## config.mk

```make
export PLATFORM = sky130hd
export DESIGN_NAME = pak_dump_sequencer
export DESIGN_NICKNAME = d
export VERILOG_FILES = /design/src/rtl/pak_dump_sequencer.sv
export SDC_FILE = /design/constraint.sdc
export NUM_CORES = 1
export LEC_CHECK = 0
export CAP_MARGIN = 20
export CORE_MARGIN = 5
export CORE_UTILIZATION = 57
export DETAILED_ROUTE_END_ITERATION = 7
export PLACE_DENSITY_LB_ADDON = 0.25
export SETUP_SLACK_MARGIN = 0.1
export SKIP_CTS_REPAIR_TIMING = 1
export SYNTH_ARGS = -nofsm -noshare
export SYNTH_HDL_FRONTEND = slang
export SYNTH_SLANG_ARGS = --single-unit
```

## constraint.sdc

```tcl
create_clock -name pin_clk -period 4.4 [get_ports pin_clk]
set_input_delay 0.44 -clock pin_clk [delete_from_list [all_inputs] [get_ports pin_clk]]
set_output_delay 0.44 -clock pin_clk [all_outputs]
set_load 0.02 [all_outputs]
```

## src/rtl/pak_dump_sequencer.sv

```systemverilog
// Dump command sequencer: decodes UART commands, launches one read burst, returns a status byte.
// Optional feature macro PAK_ABORT_EN: `x` during a burst aborts the reader and returns `A`.

module pak_dump_sequencer #(
    parameter int unsigned TIMEOUT_CYCLES = 2700000,
    parameter int unsigned HEADER_WORDS   = 96
) (
    input  logic        pin_clk,
    input  logic        pin_rst_n,
    input  logic [7:0]  rx_data,
    input  logic        rx_valid,
    output logic        reader_start,
    output logic [23:0] reader_addr,
    output logic [23:0] reader_count,
    input  logic        reader_done,
    output logic        reader_abort,
    output logic [7:0]  tx_data,
    output logic        tx_send,
    input  logic        tx_ready,
    output logic        tx_owner,
    output logic        busy
);

    localparam int unsigned TIMER_W = $clog2(TIMEOUT_CYCLES + 1);
    localparam logic [TIMER_W-1:0] TIMEOUT_VAL = TIMER_W'(TIMEOUT_CYCLES);

    localparam logic [7:0] CMD_HEADER = 8'h68;  // 'h'
    localparam logic [7:0] CMD_4MB    = 8'h61;  // 'a'
    localparam logic [7:0] CMD_8MB    = 8'h62;  // 'b'
    localparam logic [7:0] CMD_16MB   = 8'h63;  // 'c'
    localparam logic [7:0] CMD_32MB   = 8'h64;  // 'd'
    localparam logic [7:0] CMD_RANGE  = 8'h72;  // 'r'
    localparam logic [7:0] CMD_STATUS = 8'h3F;  // '?'

    localparam logic [7:0] RSP_OK      = 8'h4B;  // 'K'
    localparam logic [7:0] RSP_ERROR   = 8'h45;  // 'E'
    localparam logic [7:0] RSP_TIMEOUT = 8'h54;  // 'T'
    localparam logic [7:0] RSP_DONE    = 8'h44;  // 'D'

    localparam logic [2:0] ARG_BYTES = 3'd6;

    typedef enum logic [2:0] {
        S_IDLE,
        S_ARGS,
        S_LAUNCH,
        S_WAIT,
        S_RESP
    } state_e;

    state_e               state_q,    state_d;
    logic [23:0]          addr_q,     addr_d;
    logic [23:0]          count_q,    count_d;
    logic [47:0]          args_q,     args_d;
    logic [2:0]           arg_cnt_q,  arg_cnt_d;
    logic [TIMER_W-1:0]   timer_q,    timer_d;
    logic [7:0]           status_q,   status_d;
    logic [7:0]           tx_data_q,  tx_data_d;
    logic                 tx_send_q,  tx_send_d;
    logic                 tx_owner_q, tx_owner_d;
`ifdef PAK_ABORT_EN
    localparam logic [7:0] CMD_ABORT = 8'h78;  // 'x'
    localparam logic [7:0] RSP_ABORT = 8'h41;  // 'A'
    logic                 abort_q,    abort_d;
`endif

    // A ranged read may end exactly at the top of the 24-bit word space but not past it.
    logic [24:0] range_end;
    logic        range_bad;

    assign range_end = {1'b0, args_q[47:24]} + {1'b0, args_q[23:0]};
    assign range_bad = (args_q[23:0] == 24'd0) || (range_end > 25'h100_0000);

    always_comb begin
        // NOTE: every variable gets its hold value first so no path through the case infers a latch.
        state_d    = state_q;
        addr_d     = addr_q;
        count_d    = count_q;
        args_d     = args_q;
        arg_cnt_d  = arg_cnt_q;
        timer_d    = timer_q;
        status_d   = status_q;
        tx_data_d  = tx_data_q;
        tx_send_d  = 1'b0;
        tx_owner_d = tx_owner_q;
`ifdef PAK_ABORT_EN
        abort_d    = 1'b0;
`endif

        case (state_q)
            S_IDLE: begin
                if (rx_valid) begin
                    case (rx_data)
                        CMD_HEADER: begin
                            addr_d  = 24'd0;
                            count_d = 24'(HEADER_WORDS);
                            state_d = S_LAUNCH;
                        end
                        CMD_4MB: begin
                            addr_d  = 24'd0;
                            count_d = 24'h20_0000;
                            state_d = S_LAUNCH;
                        end
                        CMD_8MB: begin
                            addr_d  = 24'd0;
                            count_d = 24'h40_0000;
                            state_d = S_LAUNCH;
                        end
                        CMD_16MB: begin
                            addr_d  = 24'd0;
                            count_d = 24'h80_0000;
                            state_d = S_LAUNCH;
                        end
                        CMD_32MB: begin
                            // 32 MB needs 2^24 words; the count field saturates one word short.
                            addr_d  = 24'd0;
                            count_d = 24'hFF_FFFF;
                            state_d = S_LAUNCH;
                        end
                        CMD_RANGE: begin
                            arg_cnt_d = 3'd0;
                            timer_d   = '0;
                            state_d   = S_ARGS;
                        end
                        CMD_STATUS: begin
                            status_d = RSP_OK;
                            state_d  = S_RESP;
                        end
                        default: ;
                    endcase
                end
            end

            S_ARGS: begin
                if (arg_cnt_q == ARG_BYTES) begin
                    timer_d = '0;
                    if (range_bad) begin
                        status_d = RSP_ERROR;
                        state_d  = S_RESP;
                    end else begin
                        addr_d  = args_q[47:24];
                        count_d = args_q[23:0];
                        state_d = S_LAUNCH;
                    end
                end else if (rx_valid) begin
                    // A byte landing on the timeout cycle still counts and restarts the timer.
                    args_d    = {args_q[39:0], rx_data};
                    arg_cnt_d = arg_cnt_q + 3'd1;
                    timer_d   = '0;
                end else if (timer_q == TIMEOUT_VAL) begin
                    timer_d  = '0;
                    status_d = RSP_TIMEOUT;
                    state_d  = S_RESP;
                end else begin
                    timer_d = timer_q + TIMER_W'(1);
                end
            end

            S_LAUNCH: begin
                tx_owner_d = 1'b0;
                state_d    = S_WAIT;
            end

            S_WAIT: begin
                if (reader_done) begin
                    tx_owner_d = 1'b1;
                    status_d   = RSP_DONE;
                    state_d    = S_RESP;
`ifdef PAK_ABORT_EN
                end else if (rx_valid && (rx_data == CMD_ABORT)) begin
                    abort_d    = 1'b1;
                    tx_owner_d = 1'b1;
                    status_d   = RSP_ABORT;
                    state_d    = S_RESP;
`endif
                end
            end

            S_RESP: begin
                tx_owner_d = 1'b1;
                if (tx_ready) begin
                    tx_data_d = status_q;
                    tx_send_d = 1'b1;
                    state_d   = S_IDLE;
                end
            end

            default: state_d = S_IDLE;
        endcase
    end

    // NOTE: state registers use non-blocking assignments so every flop samples pre-edge values.
    always_ff @(posedge pin_clk) begin
        if (!pin_rst_n) begin
            state_q    <= S_IDLE;
            addr_q     <= 24'd0;
            count_q    <= 24'd0;
            // NOTE: the argument shift register is plain datapath and is reset only for deterministic lint/sim.
            args_q     <= 48'd0;
            arg_cnt_q  <= 3'd0;
            timer_q    <= '0;
            status_q   <= 8'd0;
            tx_data_q  <= 8'd0;
            tx_send_q  <= 1'b0;
            tx_owner_q <= 1'b1;
`ifdef PAK_ABORT_EN
            abort_q    <= 1'b0;
`endif
        end else begin
            state_q    <= state_d;
            addr_q     <= addr_d;
            count_q    <= count_d;
            args_q     <= args_d;
            arg_cnt_q  <= arg_cnt_d;
            timer_q    <= timer_d;
            status_q   <= status_d;
            tx_data_q  <= tx_data_d;
            tx_send_q  <= tx_send_d;
            tx_owner_q <= tx_owner_d;
`ifdef PAK_ABORT_EN
            abort_q    <= abort_d;
`endif
        end
    end

    assign reader_start = (state_q == S_LAUNCH);
    assign reader_addr  = addr_q;
    assign reader_count = count_q;
    assign tx_data      = tx_data_q;
    assign tx_send      = tx_send_q;
    assign tx_owner     = tx_owner_q;
    assign busy         = (state_q != S_IDLE);
`ifdef PAK_ABORT_EN
    assign reader_abort = abort_q;
`else
    assign reader_abort = 1'b0;
`endif

endmodule

```

[Word-level counts from Yosys, hierarchy flattened]
Index checks and enable logic that the tools add are counted.
Widths: inputs -> output; s select.
Storage, ports and cells
  logic and storage cells: 102
  register bits after elaboration: 142
  output and inout bits: 61
  input bits: 13
Cells by class
  mux-type cells: 41
  bitwise operators: 1
  equal/unequal tests: 28
  reductions and logical operators: 18
  order comparisons: 1
  add/sub/neg operators: 3
Operators by type and width (number)
  $mux 24: 7
  $pmux 24 s5: 1
  $mux 22: 5
  $pmux 24 s2: 2
  $mux 8: 7
  $eq 8x7->1 const B: 6
  $pmux 22 s2: 1
  $mux 3: 11
  $add 24x24->25: 1
  $gt 25x25->1 const B: 1
  $logic_not 24->1: 1
  $pmux 8 s3: 1
  $add 22x1->22 const B: 1
  $eq 22x22->1 const B: 1
  $ne 2x2->1 const B: 8
  $pmux 3 s5: 1
  $reduce_and 5->1: 3
  $ne 3x3->1 const B: 3
  $pmux 3 s3: 1
  $reduce_bool 3->1: 3
  $eq 8x6->1 const B: 1
  $reduce_and 7->1: 1
  $eq 3x2->1 const B: 2
  $eq 3x3->1 const B: 2
  16 further kinds: 21

[Depth between registers and ports, before layout]
Gate-level depths: netlist of the first run.
  word-level depth: 6
  gate-level depth with buffers: 14
  depth with buffers taken out: 12

[Worst setup path before layout of the first run]
OpenSTA, ideal clock, no wires.
  kind: register to register
  from: reg args_q[0]
  to: reg count_q[20], in the netlist reader_count[20]
  data required time: 4245 ps
  period minus slack after synthesis: 3456 ps
  path buffers: 2
  arrival time: 3301 ps
  path slack: 944 ps
  cell stages (with the launch flop): 15
  library setup time: 155 ps
  cell sequence: dfxtp_1 -> ha_1 -> fa_1 -> a211oi_2 -> o21ai_2 -> a31oi_4 -> o211ai_1 -> xor2_1 -> a2111oi_0 -> nand4_1 -> a22oi_4 -> and3_1 -> buf_4 -> buf_6 -> a221oi_1
Between the ends
  longest elaborated chain between the ends: 5
  elaborated cells on any way between the ends: 6
  those cells by class: 1 x add/sub; 1 x order compare; 1 x eq/ne; 3 x reduce/logical
Ends and longest elaborated chain
  start, declared: RTL line 53  | logic [47:0] args_q, args_d;
  start signal, assigned: RTL line 212  | args_q <= args_d;
  $add 24x24->25: RTL line 70  | assign range_end = {1'b0, args_q[47:24]} + {1'b0, args_q[23:0]};
  $gt 25x25->1: RTL line 71  | assign range_bad = (args_q[23:0] == 24'd0) || (range_end > 25'h100_0000);
  $logic_or 1x1->1 (*): RTL line 71
  $ne 2x2->1 (no line) (*)
  $reduce_and 5->1 (no line) (*)
  end signal, assigned: RTL line 211  | count_q <= count_d;
  end, declared: RTL line 52  | logic [23:0] count_q, count_d;
Every way passes the cells marked *; elsewhere a longest branch is shown, timed or not.
A chain may end at the register's enable or synchronous reset.

[Worst setup path after layout of the first run]
  from: reg args_q[0]
  to: reg count_q[9], in the netlist reader_count[9]
The elaborated chain is that of the path after synthesis.

==> metrics.yaml, run 1 <==
grt_busiest_layer: "met2"
ys_ff_latch: 136
wl_per_cell_um: 18.8
max-slew-margin-rel: 0.352
viasPerCell: 6.12
synthCells: 866
nFillCells: 979
tritoncts: "done"
reg2regPathDepth: 13
holdPathStages: 2
reg2reg_from: "args_q[0]"
cp.arrival_ps: 4180
dp_hpwl_um: 14700
drt_iter0_drc: 602
drc: 0
finalSetupTns_ps: 0
min_to: "reader_count[16]"
cts.path.max_buffers: 2
hp-class: "reg2reg"
powerDensity_nw_per_um2: 323
synth-main-ff-cell: "dfxtp_1"
fin_crit_ps: 3930
grtUsageMet1: 0.355
rows: 40
grt_pass1_wl_um: 33700
grt_pass1_vias: 6533
diodes: 0
core_area_sq_um: 12100
dp_slack_ps: 552
layout.cells.non_filler: 1096
cts.sinks: 136
clk_pin_slew_ps: 60
dieArea_sq_um: 14800
synthArstFlopShare: 0
synth_edf_count: 0
drive_above_1_share: 0.0787
die_y_um: 122
skew_ps: 7.17
vias: 6704
firstDrtPassIters: 5
status: "finished clean"
initial_core_util: 0.587
clk_latency_ps: 420
grt_setup_unrepaired: "false"
grt.total_usage: 0.287
crit_path_max_fanout: 19
die_w_um: 122
setup_viol: 0
required_ps: 4650
use_met2: 0.485
postSynthAreaPerCell_sq_um: 8.21
seq_area_sq_um: 2720
portBuffers: 70
cp-end-kind: "register"
slew_violations: 0
leakage_nw: 3.07
finalHoldViolCount: 0
finalCritPeriodShare: 0.893
grt_max_degree: 65
reg2reg_slack_ps: 470
wirelength_um: 20700
yosysWarnings: 0
worstMarginPinSlew_ps: 972
synth_area_sq_um: 7110
r2r_end: "reader_count[9]"
clockRootBuffer: "clkbuf_16"
setup_ws_ps: 472
final_cell_mix: "167 x nand2_1, 136 x dfxtp_1, 92 x a21oi_1"
setup.worst_path.start_class: "register"
antenna_found_initial: 0
cts_max_level: 4
fin_nets: 957
overflow: 0
vdd_ir_drop_max_v: 0.000264
dp_cells: 1063
yosysSeqAreaShare: 0.383
cts_inserted_buffers: 17
fmax_mhz: 255
ant_nets: 0
syn2layout_area_growth_pct: 19.0
met3_usage: 0.0613
min-delay-start: "reader_count[16]"
mostFrequentLayoutCell: "nand2_1"
max_cap_viol_count: 0
critPathKind: "reg2reg"
gp_congestion: 0.923
multi_input_area_sq_um: 3980
num_io_pins: 74
synthDistinctLibCells: 69
worst max-delay path by stage:
stage,start,cells past startpoint,end
detailed placement,args_q[0],13,reader_count[3]
global route,args_q[0],13,reader_count[7]
CTS,args_q[0],13,reader_count[3]
finish,args_q[0],13,reader_count[9]
global placement,args_q[0],13,reader_count[7]
floorplan,args_q[0],14,reader_count[20]
final cells by class:
| cell class | count | area share |
|---|---|---|
| clock inverters | 12 | 0.0179 |
| inverters | 35 | 0.0155 |
| flip-flops and latches | 136 | 0.322 |
| clock buffers | 20 | 0.0516 |
| repair buffers | 86 | 0.0979 |
| well taps | 168 | 0.0248 |
| multi-input cells | 639 | 0.470 |
metrics by stage:
step	instance area (sq um)	hold slack, ps	total power [mW]	utilization
6_report	8460	468	2.73	0.698
5_1_grt	8460	496	2.81	0.698
4_1_cts	8440	470	2.74	0.697
3_5_place_dp	7850	460	1.34	0.648
3_3_place_gp	7850	459	1.34	0.648
2_1_floorplan	7120	440	1.31	-
where the power goes:
part	switching (mW)	internal (mW)
combinational	0.0494	0.0278
sequential	0.00238	1.24
clock	0.531	0.889
worst max-delay path, cell delays in order, from the launching register on:
cell and delay, ps:
dfxtp_1 350, ha_1 240, fa_1 430, a211oi_2 330, o21ai_2 170, a31oi_4 250
o211ai_1 150, xor2_1 160, a2111oi_0 410, nand4_1 220, a22oi_4 410, and3_1 210
buf_4 270, a221oi_1 150
registers in the layout (all words and copies together) (netlist names):
signal and cells:
args_q 48, reader_addr 24, reader_count 24, timer_q 22, status_q 5, tx_data 5
arg_cnt_q 3, state_q 3, tx_owner 1, tx_send 1
synth_stat cells, types with 12 or more instances:
| master | n | area share |
|---|---|---|
| nor4_1 | 14 | 0.012 |
| nor2_1 | 64 | 0.034 |
| ha_1 | 28 | 0.049 |
| a32o_1 | 24 | 0.034 |
| nand4_1 | 15 | 0.013 |
| clkbuf_1 | 40 | 0.021 |
| nand2_1 | 167 | 0.088 |
| dfxtp_1 | 136 | 0.38 |
| mux2i_1 | 14 | 0.020 |
| nand3_1 | 18 | 0.013 |
| xor2_1 | 23 | 0.028 |
| o21ai_0 | 16 | 0.011 |
| and3_1 | 13 | 0.011 |
| a21oi_1 | 92 | 0.065 |
| inv_1 | 34 | 0.018 |
| nor3_1 | 12 | 0.0084 |
logic make-up (layout without fill, tap and decap cells):
group	count (synthesis)	count (layout)	share of synthesized area
adders and majority gates	29	29	0.0521
and+or+nand+nor	339	339	0.217
other	1	3	0.000528
xor gates and xnor gates	34	34	0.0419
DFF	136	136	0.383
muxes	14	14	0.0197
AOI/OAI and AO/OA	220	220	0.227
buffers and inverters	93	153	0.0583
per-layer routing:
layer	part of all wire	vias to the layer above
met2	0.49	247
met4	0.034	0
met5	0	-
met1	0.41	3209
li1	-	3194
met3	0.057	54
No activity file was read; power rests on OpenSTA's default activity.
==> run 2: changes to the inputs <==
Settings changed: MAX_ROUTING_LAYER set to met4.
==> metrics.yaml, run 2 (synthesized netlist as in run 1, its figures left out) <==
fmax_mhz: 247  # was 255 MHz
dp_cells: 1063  # unchanged
fin_crit_ps: 4040  # was 3930 ps
rows: 40  # unchanged
hp-class: "reg2reg"  # unchanged
antenna_found_initial: 0  # unchanged
grt_max_degree: 64  # was 65
firstDrtPassIters: 6  # was 5
fin_nets: 956  # was 957
max_cap_viol_count: 0  # unchanged
num_io_pins: 74  # unchanged
nFillCells: 990  # was 979
status: "finished clean"  # unchanged
r2r_end: "reader_count[8]"  # was reader_count[9]
powerDensity_nw_per_um2: 315  # was 323 nW/um^2
initial_core_util: 0.587  # unchanged
seqPwrFrac: 0.466  # was 0.453
viasPerCell: 6.06  # was 6.12
gp_congestion: 0.966  # was 0.923
cp.arrival_ps: 4360  # was 4180 ps
worstPathCellList: "ha_1 -> fa_1 -> a211oi_2 -> o21ai_2 -> a31oi_4 -> o211ai_1 -> xor2_1 -> a2111oi_0 -> nand4_1 -> a22oi_4 -> o21ai_2 -> a221oi_1"  # was ha_1 -> fa_1 -> a211oi_2 -> o21ai_2 -> a31oi_4 -> o211ai_1 -> xor2_1 -> a2111oi_0 -> nand4_1 -> a22oi_4 -> and3_1 -> buf_4 -> a221oi_1
leakage_nw: 3.05  # was 3.07 nW
syn2layout_area_growth_pct: 18.3  # was 19.0%
finalHoldViolCount: 0  # unchanged
cts_inserted_buffers: 17  # unchanged
clk_latency_ps: 430  # was 420 ps
clk_pin_slew_ps: 60  # about the same
drc: 0  # unchanged
seq_area_sq_um: 2720  # unchanged
drt_iter0_drc: 549  # was 602
overflow: 0  # unchanged
min_to: "reader_count[10]"  # was reader_count[16]
drive_above_1_share: 0.0809  # was 0.0787
clockRootBuffer: "clkbuf_16"  # unchanged
vdd_ir_drop_max_v: 0.000271  # was 0.000264 V
cts.sinks: 136  # unchanged
setup_viol: 0  # unchanged
dp_slack_ps: 465  # was 552 ps
holdPathStages: 2  # unchanged
reg2reg_from: "args_q[0]"  # unchanged
reg2regPathDepth: 12  # was 13
pwr-share-clk: 0.505  # was 0.519
wl_per_cell_um: 18.7  # was 18.8 um
die_y_um: 122  # unchanged
cp-end-kind: "register"  # unchanged
cp.buffers_inverters: 0  # was 1
grt.total_usage: 0.291  # was 0.287
tritoncts: "done"  # unchanged
die_w_um: 122  # unchanged
fin_util: 0.694  # was 0.698
wirelength_um: 20500  # was 20700 um
portBuffers: 70  # unchanged
mostFrequentLayoutCell: "nand2_1"  # unchanged
dieArea_sq_um: 14800  # unchanged
min-delay-start: "reader_count[10]"  # was reader_count[16]
grt_setup_unrepaired: "false"  # unchanged
ant_nets: 0  # unchanged
setup_ws_ps: 356  # was 472 ps
skew_ps: 7.08  # was 7.17 ps
p_comb_frac: 0.029  # was 0.028
finalCritPeriodShare: 0.919  # was 0.893
multi_input_area_sq_um: 3980  # unchanged
largest_reg_flops: 48  # unchanged
dp_hpwl_um: 14600  # was 14700 um
top_register: "args_q"  # unchanged
slowest_stage: "fa_1"  # unchanged
required_ps: 4720  # was 4650 ps
grt_pass1_vias: 6359  # was 6533
finalSetupTns_ps: 0  # unchanged
cp_top_family: "compound AO/OA/AOI/OAI gates"  # unchanged
layout.cells.non_filler: 1095  # was 1096
critPathKind: "reg2reg"  # unchanged
grt_pass1_wl_um: 33200  # was 33700 um
cts_max_level: 4  # unchanged
slew_violations: 0  # unchanged
diodes: 0  # unchanged
worstMarginPinSlew_ps: 1060  # was 972 ps
reg2reg_slack_ps: 360  # was 470 ps
crit_path_max_incr_delay_ps: 420  # was 430 ps
swShare: 0.245  # was 0.213
cts.path.max_buffers: 2  # unchanged
p_int_mw: 2.00  # was 2.15 mW
final_cell_mix: "167 x nand2_1, 136 x dfxtp_1, 92 x a21oi_1"  # unchanged
vias: 6633  # was 6704
hold_slack_ps: 470  # was 468 ps
setup.worst_path.start_class: "register"  # unchanged
core_area_sq_um: 12100  # unchanged
p_sw_mw: 0.649  # was 0.583 mW
crit_top_cell: "o21ai_2"
crit_path_max_fanout: 19  # unchanged
max-slew-margin-rel: 0.292  # was 0.352
[run 2: layout make-up]
class / count / share of cell area
Tap cell: 168 / 0.0250
Timing Repair Buffer: 85 / 0.0961
Clock buffer: 17 / 0.0506
Sequential cell: 136 / 0.324
Inverter: 35 / 0.0156
Multi-Input combinational cell: 639 / 0.473
Clock inverter: 15 / 0.0159
[run 2: metrics by stage]
step           area, sq um  power, mW
2_1_floorplan         7120       1.31
3_3_place_gp          7850       1.34
3_5_place_dp          7850       1.34
4_1_cts               8410       2.66
5_1_grt               8410       2.73
6_report              8410       2.65
[run 2: routing by layer]
metal	global-route usage	vias to the layer above	routed length [um]
li1	-	3193	-
met1	0.353	3151	8640
met2	0.486	243	10000
met3	0.0552	46	1230
met4	0.102	0	629
met5	-	-	0
[run 2: worst max path at each step]
| stage | cells after the start | start | endpoint | slack, ps |
|---|---|---|---|---|
| 6_report | 12 | args_q[0] | reader_count[8] | 360 |
| 5_1_grt | 12 | args_q[0] | reader_count[2] | 180 |
| 4_1_cts | 12 | args_q[0] | reader_count[0] | 430 |
| 3_5_place_dp | 12 | args_q[0] | reader_count[0] | 460 |
| 3_3_place_gp | 12 | args_q[0] | reader_count[3] | 540 |
| 2_1_floorplan | 14 | args_q[0] | reader_count[20] | 940 |
[run 2: power by group through the flow]
| stage | Clock, mW | Sequential, mW | Combinational [mW] |
|---|---|---|---|
| global route | 1.41 | 1.24 | 0.0819 |
| floorplan | 0 | 1.27 | 0.0429 |
| global placement | 0 | 1.26 | 0.0729 |
| finish | 1.34 | 1.24 | 0.0759 |
| CTS | 1.35 | 1.24 | 0.0752 |
| detailed placement | 0 | 1.26 | 0.0749 |
[run 2: worst reg2reg max path, cell delays in order, from the launching register on]
cell       delay [ps]
dfxtp_1           350
ha_1              240
fa_1              420
a211oi_2          370
o21ai_2           180
a31oi_4           240
o211ai_1          140
xor2_1            170
a2111oi_0         420
nand4_1           240
a22oi_4           400
o21ai_2           360
a221oi_1          410
